==> src/rtl/dbg_pkg.sv <==
// Shared types and constants for the debug halt/read responder.
// Holds the controller state encoding and the register-0 read filter.
package dbg_pkg;

   localparam int DBG_REG_W        = 5;
   localparam int DBG_DATA_W       = 32;
   localparam int DBG_DRAIN_CYCLES = 4;

   typedef enum logic [2:0] {
      RUN    = 3'd0,
      DRAIN  = 3'd1,
      HALTED = 3'd2,
      READ   = 3'd3,
      RESP   = 3'd4
   } dbg_state_e;

   // Register 0 is hardwired to zero regardless of what the port returns.
   function automatic logic [DBG_DATA_W-1:0] rd_filter(
      input logic [DBG_REG_W-1:0]  addr,
      input logic [DBG_DATA_W-1:0] data
   );
      if (addr == {DBG_REG_W{1'b0}}) begin
         return {DBG_DATA_W{1'b0}};
      end else begin
         return data;
      end
   endfunction

endpackage

==> src/rtl/dbg_cycle_counter.sv <==
// Enable-gated free-running counter with asynchronous active-low clear.
// Wraps naturally from all-ones back to zero.
module dbg_cycle_counter #(
   parameter int CNT_W = 32
) (
   input  logic             clock,
   input  logic             reset,
   input  logic             en,
   output logic [CNT_W-1:0] count
);

   logic [CNT_W-1:0] count_r;

   // Count register: advances only while enabled.
   always_ff @(posedge clock or negedge reset) begin
      if (!reset) begin
         count_r <= {CNT_W{1'b0}};
      end else if (en) begin
         count_r <= count_r + CNT_W'(1);
      end else begin
         count_r <= count_r;
      end
   end

   assign count = count_r;

endmodule

==> src/rtl/dbg_state_responder.sv <==
// Debug responder: halts and drains the pipeline, serves register reads over
// valid/ready handshakes, resumes on request, and counts non-stalled cycles.
module dbg_state_responder
   import dbg_pkg::*;
#(
   parameter int DRAIN_CYCLES = DBG_DRAIN_CYCLES,
   parameter int CNT_W        = 32
) (
   input  logic                  clock,
   input  logic                  reset,
   input  logic                  dbg_halt_req,
   input  logic                  dbg_resume,
   input  logic                  dbg_rd_valid,
   output logic                  dbg_rd_ready,
   input  logic [DBG_REG_W-1:0]  dbg_rd_addr,
   output logic                  dbg_rsp_valid,
   input  logic                  dbg_rsp_ready,
   output logic [DBG_DATA_W-1:0] dbg_rsp_data,
   output logic                  proc_stall,
   output logic                  rf_dbg_sel,
   output logic [DBG_REG_W-1:0]  rf_dbg_addr,
   input  logic [DBG_DATA_W-1:0] rf_dbg_data,
   output logic                  halted,
   output logic [CNT_W-1:0]      cycle_count
);

   localparam int DRN_W = (DRAIN_CYCLES > 1) ? $clog2(DRAIN_CYCLES) : 1;
   localparam logic [DRN_W-1:0] DRN_INIT = DRN_W'(DRAIN_CYCLES - 1);

   dbg_state_e              state_r, state_s;
   logic [DRN_W-1:0]        drain_cnt_r, drain_cnt_s;
   logic                    proc_stall_r, halted_r, rd_ready_r, rsp_valid_r, rf_sel_r;
   logic [DBG_REG_W-1:0]    rf_addr_r;
   logic [DBG_DATA_W-1:0]   rsp_data_r;

   // Next-state and drain-counter logic.
   always_comb begin
      state_s     = state_r;
      drain_cnt_s = drain_cnt_r;
      case (state_r)
         RUN: begin
            if (dbg_halt_req) begin
               state_s     = DRAIN;
               drain_cnt_s = DRN_INIT;
            end else begin
               state_s = RUN;
            end
         end
         DRAIN: begin
            if (drain_cnt_r == {DRN_W{1'b0}}) begin
               state_s = HALTED;
            end else begin
               drain_cnt_s = drain_cnt_r - DRN_W'(1);
            end
         end
         HALTED: begin
            // A pending read takes priority over a coincident resume.
            if (dbg_rd_valid) begin
               state_s = READ;
            end else if (dbg_resume) begin
               state_s = RUN;
            end else begin
               state_s = HALTED;
            end
         end
         READ:    state_s = RESP;
         RESP: begin
            if (dbg_rsp_ready) begin
               state_s = HALTED;
            end else begin
               state_s = RESP;
            end
         end
         default: state_s = RUN;
      endcase
   end

   // State, drain counter and registered outputs (decoded from next state).
   always_ff @(posedge clock or negedge reset) begin
      if (!reset) begin
         state_r      <= RUN;
         drain_cnt_r  <= {DRN_W{1'b0}};
         proc_stall_r <= 1'b0;
         halted_r     <= 1'b0;
         rd_ready_r   <= 1'b0;
         rsp_valid_r  <= 1'b0;
         rf_sel_r     <= 1'b0;
         rf_addr_r    <= {DBG_REG_W{1'b0}};
         rsp_data_r   <= {DBG_DATA_W{1'b0}};
      end else begin
         state_r      <= state_s;
         drain_cnt_r  <= drain_cnt_s;
         proc_stall_r <= (state_s != RUN);
         halted_r     <= (state_s == HALTED) || (state_s == READ) || (state_s == RESP);
         rd_ready_r   <= (state_s == HALTED);
         rsp_valid_r  <= (state_s == RESP);
         rf_sel_r     <= (state_s == READ);
         rf_addr_r    <= (state_s == READ) ? dbg_rd_addr : {DBG_REG_W{1'b0}};
         rsp_data_r   <= (state_r == READ) ? rd_filter(rf_addr_r, rf_dbg_data) : rsp_data_r;
      end
   end

   dbg_cycle_counter #(.CNT_W(CNT_W)) u_cycle_counter (
      .clock (clock),
      .reset (reset),
      .en    (state_r == RUN),
      .count (cycle_count)
   );

   assign proc_stall    = proc_stall_r;
   assign halted        = halted_r;
   assign dbg_rd_ready  = rd_ready_r;
   assign dbg_rsp_valid = rsp_valid_r;
   assign dbg_rsp_data  = rsp_data_r;
   assign rf_dbg_sel    = rf_sel_r;
   assign rf_dbg_addr   = rf_addr_r;

endmodule

==> config.mk <==
export PLATFORM = sky130hd
export DESIGN_NAME = dbg_state_responder
export DESIGN_NICKNAME = d
export VERILOG_FILES = /design/src/rtl/dbg_pkg.sv /design/src/rtl/dbg_cycle_counter.sv /design/src/rtl/dbg_state_responder.sv
export SDC_FILE = /design/constraint.sdc
export NUM_CORES = 1
export LEC_CHECK = 0
export ABC_AREA = 0
export CAP_MARGIN = 25
export CORE_ASPECT_RATIO = 0.75
export CORE_MARGIN = 4
export CORE_UTILIZATION = 41
export DETAILED_ROUTE_END_ITERATION = 6
export GPL_ROUTABILITY_DRIVEN = 0
export PLACE_DENSITY = 0.83
export SETUP_SLACK_MARGIN = 0.02
export SYNTH_ARGS = -nofsm -noshare
export SYNTH_HDL_FRONTEND = slang
export SYNTH_HIERARCHICAL = 1
export SYNTH_SLANG_ARGS = --single-unit
==> constraint.sdc <==
create_clock -name clock -period 2.5 [get_ports clock]
set_clock_uncertainty 0.05 [all_clocks]
set_input_delay 0.5 -clock clock [delete_from_list [all_inputs] [get_ports clock]]
set_output_delay 0.5 -clock clock [all_outputs]
set_load 0.01 [all_outputs]
==> Word level (Yosys, flattened, before mapping) <==
Cells that the tools add are included.
{ "classes": {"muxes": 11, "addsub": 2, "reduce_logical": 8, "eq_ne": 9} }
{ "ops": {"columns": ["op", "n"], "rows": [
  ["adder 32 x 1 -> 32 bit (second input constant)", 1],
  ["2-to-1 mux 32 bit", 1],
  ["one-hot mux 3 bit (5 select lines)", 1],
  ["equality test 3 x 2 -> 1 bit (second input constant)", 4],
  ["2-to-1 mux 2 bit", 4],
  ["equality test 3 bit (second input constant)", 2],
  ["2-to-1 mux 3 bit", 2],
  ["logical NOT 5 bit", 1],
  ["2-to-1 mux 5 bit", 1],
  ["inequality test 2 bit (second input constant)", 2],
  ["one-hot mux 2 bit (2 select lines)", 1],
  ["equality test 3 x 1 -> 1 bit (second input constant)", 1],
  ["logical NOT 3 bit", 1],
  ["AND reduction 3 bit", 1],
  ["nonzero test 3 bit", 1],
  ["logical NOT 2 bit", 1],
  ["logical OR 1 bit", 2],
  ["nonzero test 2 bit", 1],
  ["subtractor 2 x 1 -> 2 bit (second input constant)", 1],
  ["2-to-1 mux 1 bit", 1]
]} }
{ "totals": {"register_bits": 79, "output_inout_bits": 74, "word_cells": 40, "input_bits": 43} }

==> Longest topological paths before layout <==
Gate-level depths: netlist (run 1).
{ "logic_depth": {"ltp_word": 6, "mapped_depth": 6, "mapped_depth_nobuf": 6} }

==> Cells and area by module <==
Netlist (run 1), hierarchy kept.
{ "by_module_without_submodules": {"columns": ["mod", "seq_area_each_um2", "n_inst", "cells_each", "area_per_inst_um2"], "rows": [
  ["dbg_state_responder", 1176.1, 1, 200, 1955.6],
  ["dbg_cycle_counter", 800.8, 1, 123, 1448.9]
]} }

==> Worst setup path before layout (run 1) <==
Ideal clock, no wire load.
{ "synth_path": {"path_type": "reg2reg", "start": "register state_r[2]", "end": "register u_cycle_counter.count_r[23], in the netlist u_cycle_counter/count[23]", "setup_slack_ns": 0.046, "t_arrival_ns": 2.325, "period_less_slack_ns": 2.454, "t_required_ns": 2.371, "setup_time_ns": 0.079, "stages_incl_launch_ff": 7, "cell_sequence": "dfrtp_1 > clkbuf_1 > nor3_1 > nand4_4 > or4_4 > nor4_2 > xor2_1"} }
{ "synth_via": {"elab_chain_len": 1} }
{ "synth_lines": {"columns": ["item", "line_no", "rtl"], "rows": [
  ["from (decl)", "dbg_state_responder.sv:30", "dbg_state_e state_r, state_s;"],
  ["from (signal assigned)", "dbg_state_responder.sv:91", "state_r <= state_s;"],
  ["logical NOT 3 bit", "dbg_state_responder.sv:106", ".en (state_r == RUN),"],
  ["to (signal assigned)", "dbg_cycle_counter.sv:17", "count_r <= {CNT_W{1'b0}};"],
  ["to (signal assigned)", "dbg_cycle_counter.sv:19", "count_r <= count_r + CNT_W'(1);"],
  ["to (signal assigned)", "dbg_cycle_counter.sv:21", "count_r <= count_r;"],
  ["to (decl)", "dbg_cycle_counter.sv:12", "logic [CNT_W-1:0] count_r;"]
]} }
No other way between the ends.
A chain may end at the register's enable or synchronous reset.

==> Worst setup path in the final report (run 1) <==
{ "layout_path": {"start": "register state_r[2]", "end": "register u_cycle_counter.count_r[19], in the netlist u_cycle_counter/count[19]"} }
Same word-level chain as after synthesis.

==> flow_summary.json, run 1 <==
{
  "fin_crit_sh_pct": 89.0,
  "hp-class": "input port to async pin",
  "routed_via_density": 5.05,
  "reg2reg_slack_ns": 0.27,
  "drt_iter0_markers": 182,
  "regToRegStartpoint": "state_r[2]",
  "wl_met2_mm": 4.21,
  "synth_edf_count": 0,
  "nets": 490,
  "multiInputGateArea_sq_um": 1330,
  "postRouteAntennaNets": 0,
  "place_ws_ns": 0.284,
  "syn_to_final_growth_pct": 45.1,
  "worst_ep_arrival_time_ns": 2.44,
  "synth.top_cell.area_share_pct": 58.1,
  "dr_wl_met3_microns": 450,
  "antennaDiodeCount": 0,
  "fillCellCount": 648,
  "critical_path_class": "flip-flop to flip-flop",
  "min_period_ns": 2.23,
  "crit_buf_inv": 1,
  "final_util_pct": 61.9,
  "slowest_stage": "or4_4",
  "setup_viol": 0,
  "setup_slack_ns": 0.274,
  "drt-wirelength-per-cell_microns": 15.4,
  "synthTopCellsByArea": "dfrtp_1 (58%), nand2_1 (8.4%), xnor2_1 (4.9%)",
  "worst_r2r_endpoint": "u_cycle_counter/count[19]",
  "worst_pin_slew_ns": 0.704,
  "num_rows": 28,
  "synth.avg_cell_area_sq_um": 10.5,
  "yosys_warnings": 6,
  "place_area_sq_um": 4690,
  "synthCells": 323,
  "dominantRegCellSynth": "dfrtp_1",
  "powerDensity_nw_per_um2": 963,
  "cts_tree": "yes",
  "ir_drop_mv": 0.561,
  "cts.sink_count": 79,
  "seq_area_sq_um": 1980,
  "critical_path.startpoint_type": "flip-flop",
  "grt_max_degree": 47,
  "yosys.cell_types.count": 41,
  "clk-insertion-delay-late_ns": 0.34,
  "numPlacedInstances": 539,
  "post_cts_buffers": 0,
  "syn-cell-area_sq_um": 3400,
  "drv_cap": 0,
  "timing.slew.headroom_pct": 52.8,
  "rr_worst_depth": 6,
  "clk_pin_slew_ns": 0.08,
  "highest_layer": "met4",
  "cp_cell_sequence": "nor3_1, buf_4, nand4_4, or4_4, nor3b_1, xor2_1",
  "worstPathRequired_ns": 2.72,
  "grt_pass1_wl_mm": 14.0,
  "outcome": "complete, no violations",
  "post-dp-hpwl_mm": 6.37,
  "stdcell_count": 555,
  "path_delay_family": "simple AND/OR/NAND/NOR gates",
  "p_leak_nw": 2.12,
  "end_kind": "flip-flop",
  "coreArea_sq_um": 7990,
  "tns_ns": 0,
  "max_stage_delay_ns": 0.57,
  "ys_seq_elements": 79,
  "routed_wl_mm": 8.55,
  "wl_met1_mm": 3.73,
  "htree_levels": 3,
  "grt_pass1_vias": 2809,
  "clockRootBuffer": "clkbuf_8",
  "drive_gt1_share_pct": 8.67,
  "hold_viol": 0,
  "die_area_sq_um": 9840,
  "dr.pass1.iters": 4,
  "rsz0062_at_grt": "no",
  "die_x_microns": 113,
  "crit_fanout": 14,
  "hold_ws_ns": 0.0416,
  "overflow": 0,
  "maxSlewViolCount": 0,
  "cts_buffers": 9,
  "synth_fp_nets": 368,
  "synth_seq_area_share_pct": 58.1,
  "fmax_mhz": 449,
  "antenna_found_initial": 0,
  "start_util_pct": 42.6,
  "vias": 2805,
  "cts_max_path_buffers": 2,
  "die_h_microns": 86.9,
  "io_buffers": 116,
  "cts_hold_buf": 0,
  "grt_util_all_layers_pct": 17.8,
  "num_io_pins": 117,
  "yosys.area.top_type": "dfrtp_1",
  "drcViolationCount": 0,
  "ctsResizeCount": 0,
  "synth-async-reset-ratio_pct": 100,
  "final_area_sq_um": 4940,
  "total_power_mw": 4.76
}
==> worst max-delay path by stage <==
stage                           from                         to  slack (ns)  depth (start not counted)
after detailed placement  state_r[2]  u_cycle_counter/count[23]        0.28                          6
after CTS                 state_r[2]  u_cycle_counter/count[23]        0.25                          6
after global routing      state_r[2]  u_cycle_counter/count[19]        0.13                          6
final                     state_r[2]  u_cycle_counter/count[19]        0.27                          6
after floorplan           state_r[2]  u_cycle_counter/count[23]        0.05                          6
after global placement    state_r[2]  u_cycle_counter/count[23]        0.35                          6
==> synth_stat cells (3+ instances only) <==
cell type / number
dfrtp_1: 79
nand2_1: 76
o21ai_0: 27
xnor2_1: 19
xor2_1: 12
nand3_1: 10
nand4_1: 10
and2_1: 7
buf_2: 7
nor2_1: 7
inv_1: 6
nor3_1: 6
o21ai_1: 6
and3_1: 5
a21oi_1: 4
nor4_1: 4
o21ai_2: 4
and4_1: 3
buf_6: 3
==> final cells by class <==
| type | instances | area share [%] |
|---|---|---|
| flip-flops and latches | 79 | 40.0 |
| inverters | 6 | 0.456 |
| repair buffers | 124 | 24.9 |
| clock buffers | 10 | 2.79 |
| clock inverters | 6 | 2.36 |
| well taps | 105 | 2.66 |
| multi-input cells | 225 | 26.8 |
==> worst reg2reg max path, delay by kind of cell, from the launching register on <==
| family | cells | cell delay, ns |
|---|---|---|
| flops | 1 | 0.51 |
| xor+xnor | 1 | 0.19 |
| buf+inv | 1 | 0.19 |
| simple gates | 4 | 1.21 |
==> metal layers <==
metal | vias up | GRT usage, %
met5 | - | 0
li1 | 1343 | -
met2 | 86 | 30.2
met1 | 1364 | 22.4
met4 | 0 | 5.02
met3 | 12 | 5.14
==> sequential cells by signal, summed over array words and instances, names as in the netlist <==
register,cells
dbg_rd_ready,1
dbg_rsp_data,32
dbg_rsp_valid,1
drain_cnt_r,2
halted,1
proc_stall,1
rf_dbg_addr,5
rf_dbg_sel,1
state_r,3
u_cycle_counter/count,32
==> cell families after synthesis <==
family                     after synthesis  share of synthesized area (%)
AOI/OAI and AO/OA                       47                           7.87
xor gates and xnor gates                31                           7.97
adders and majority gates                2                          0.735
buffers and inverters                   19                           3.01
DFF                                     79                           58.1
muxes                                    2                          0.625
and+or+nand+nor                        143                           21.7
==> power by group <==
| part | switching (mW) | internal, mW |
|---|---|---|
| Clock | 0.477 | 0.698 |
| Combinational | 0.828 | 0.901 |
| Sequential | 0.251 | 1.61 |
| Total | 1.56 | 3.20 |
==> layout by cell type, fill, tap and decap left out, types with 7 or more instances in the layout <==
master	count
dfrtp_1	79
buf_4	8
xor2_1	12
nand4_1	10
clkdlybuf4s50_1	115
nand3_1	10
and2_1	7
nor2_1	7
o21ai_0	27
xnor2_1	19
nand2_1	76
clkbuf_8	10
Power figures use the tool's default switching activity.
==> run 2, diff against run 1 <==
CAP_MARGIN = default   (was 25)
==> results of run 2 <==
The final DEF is identical to that of run 1; final timing and power are the same.
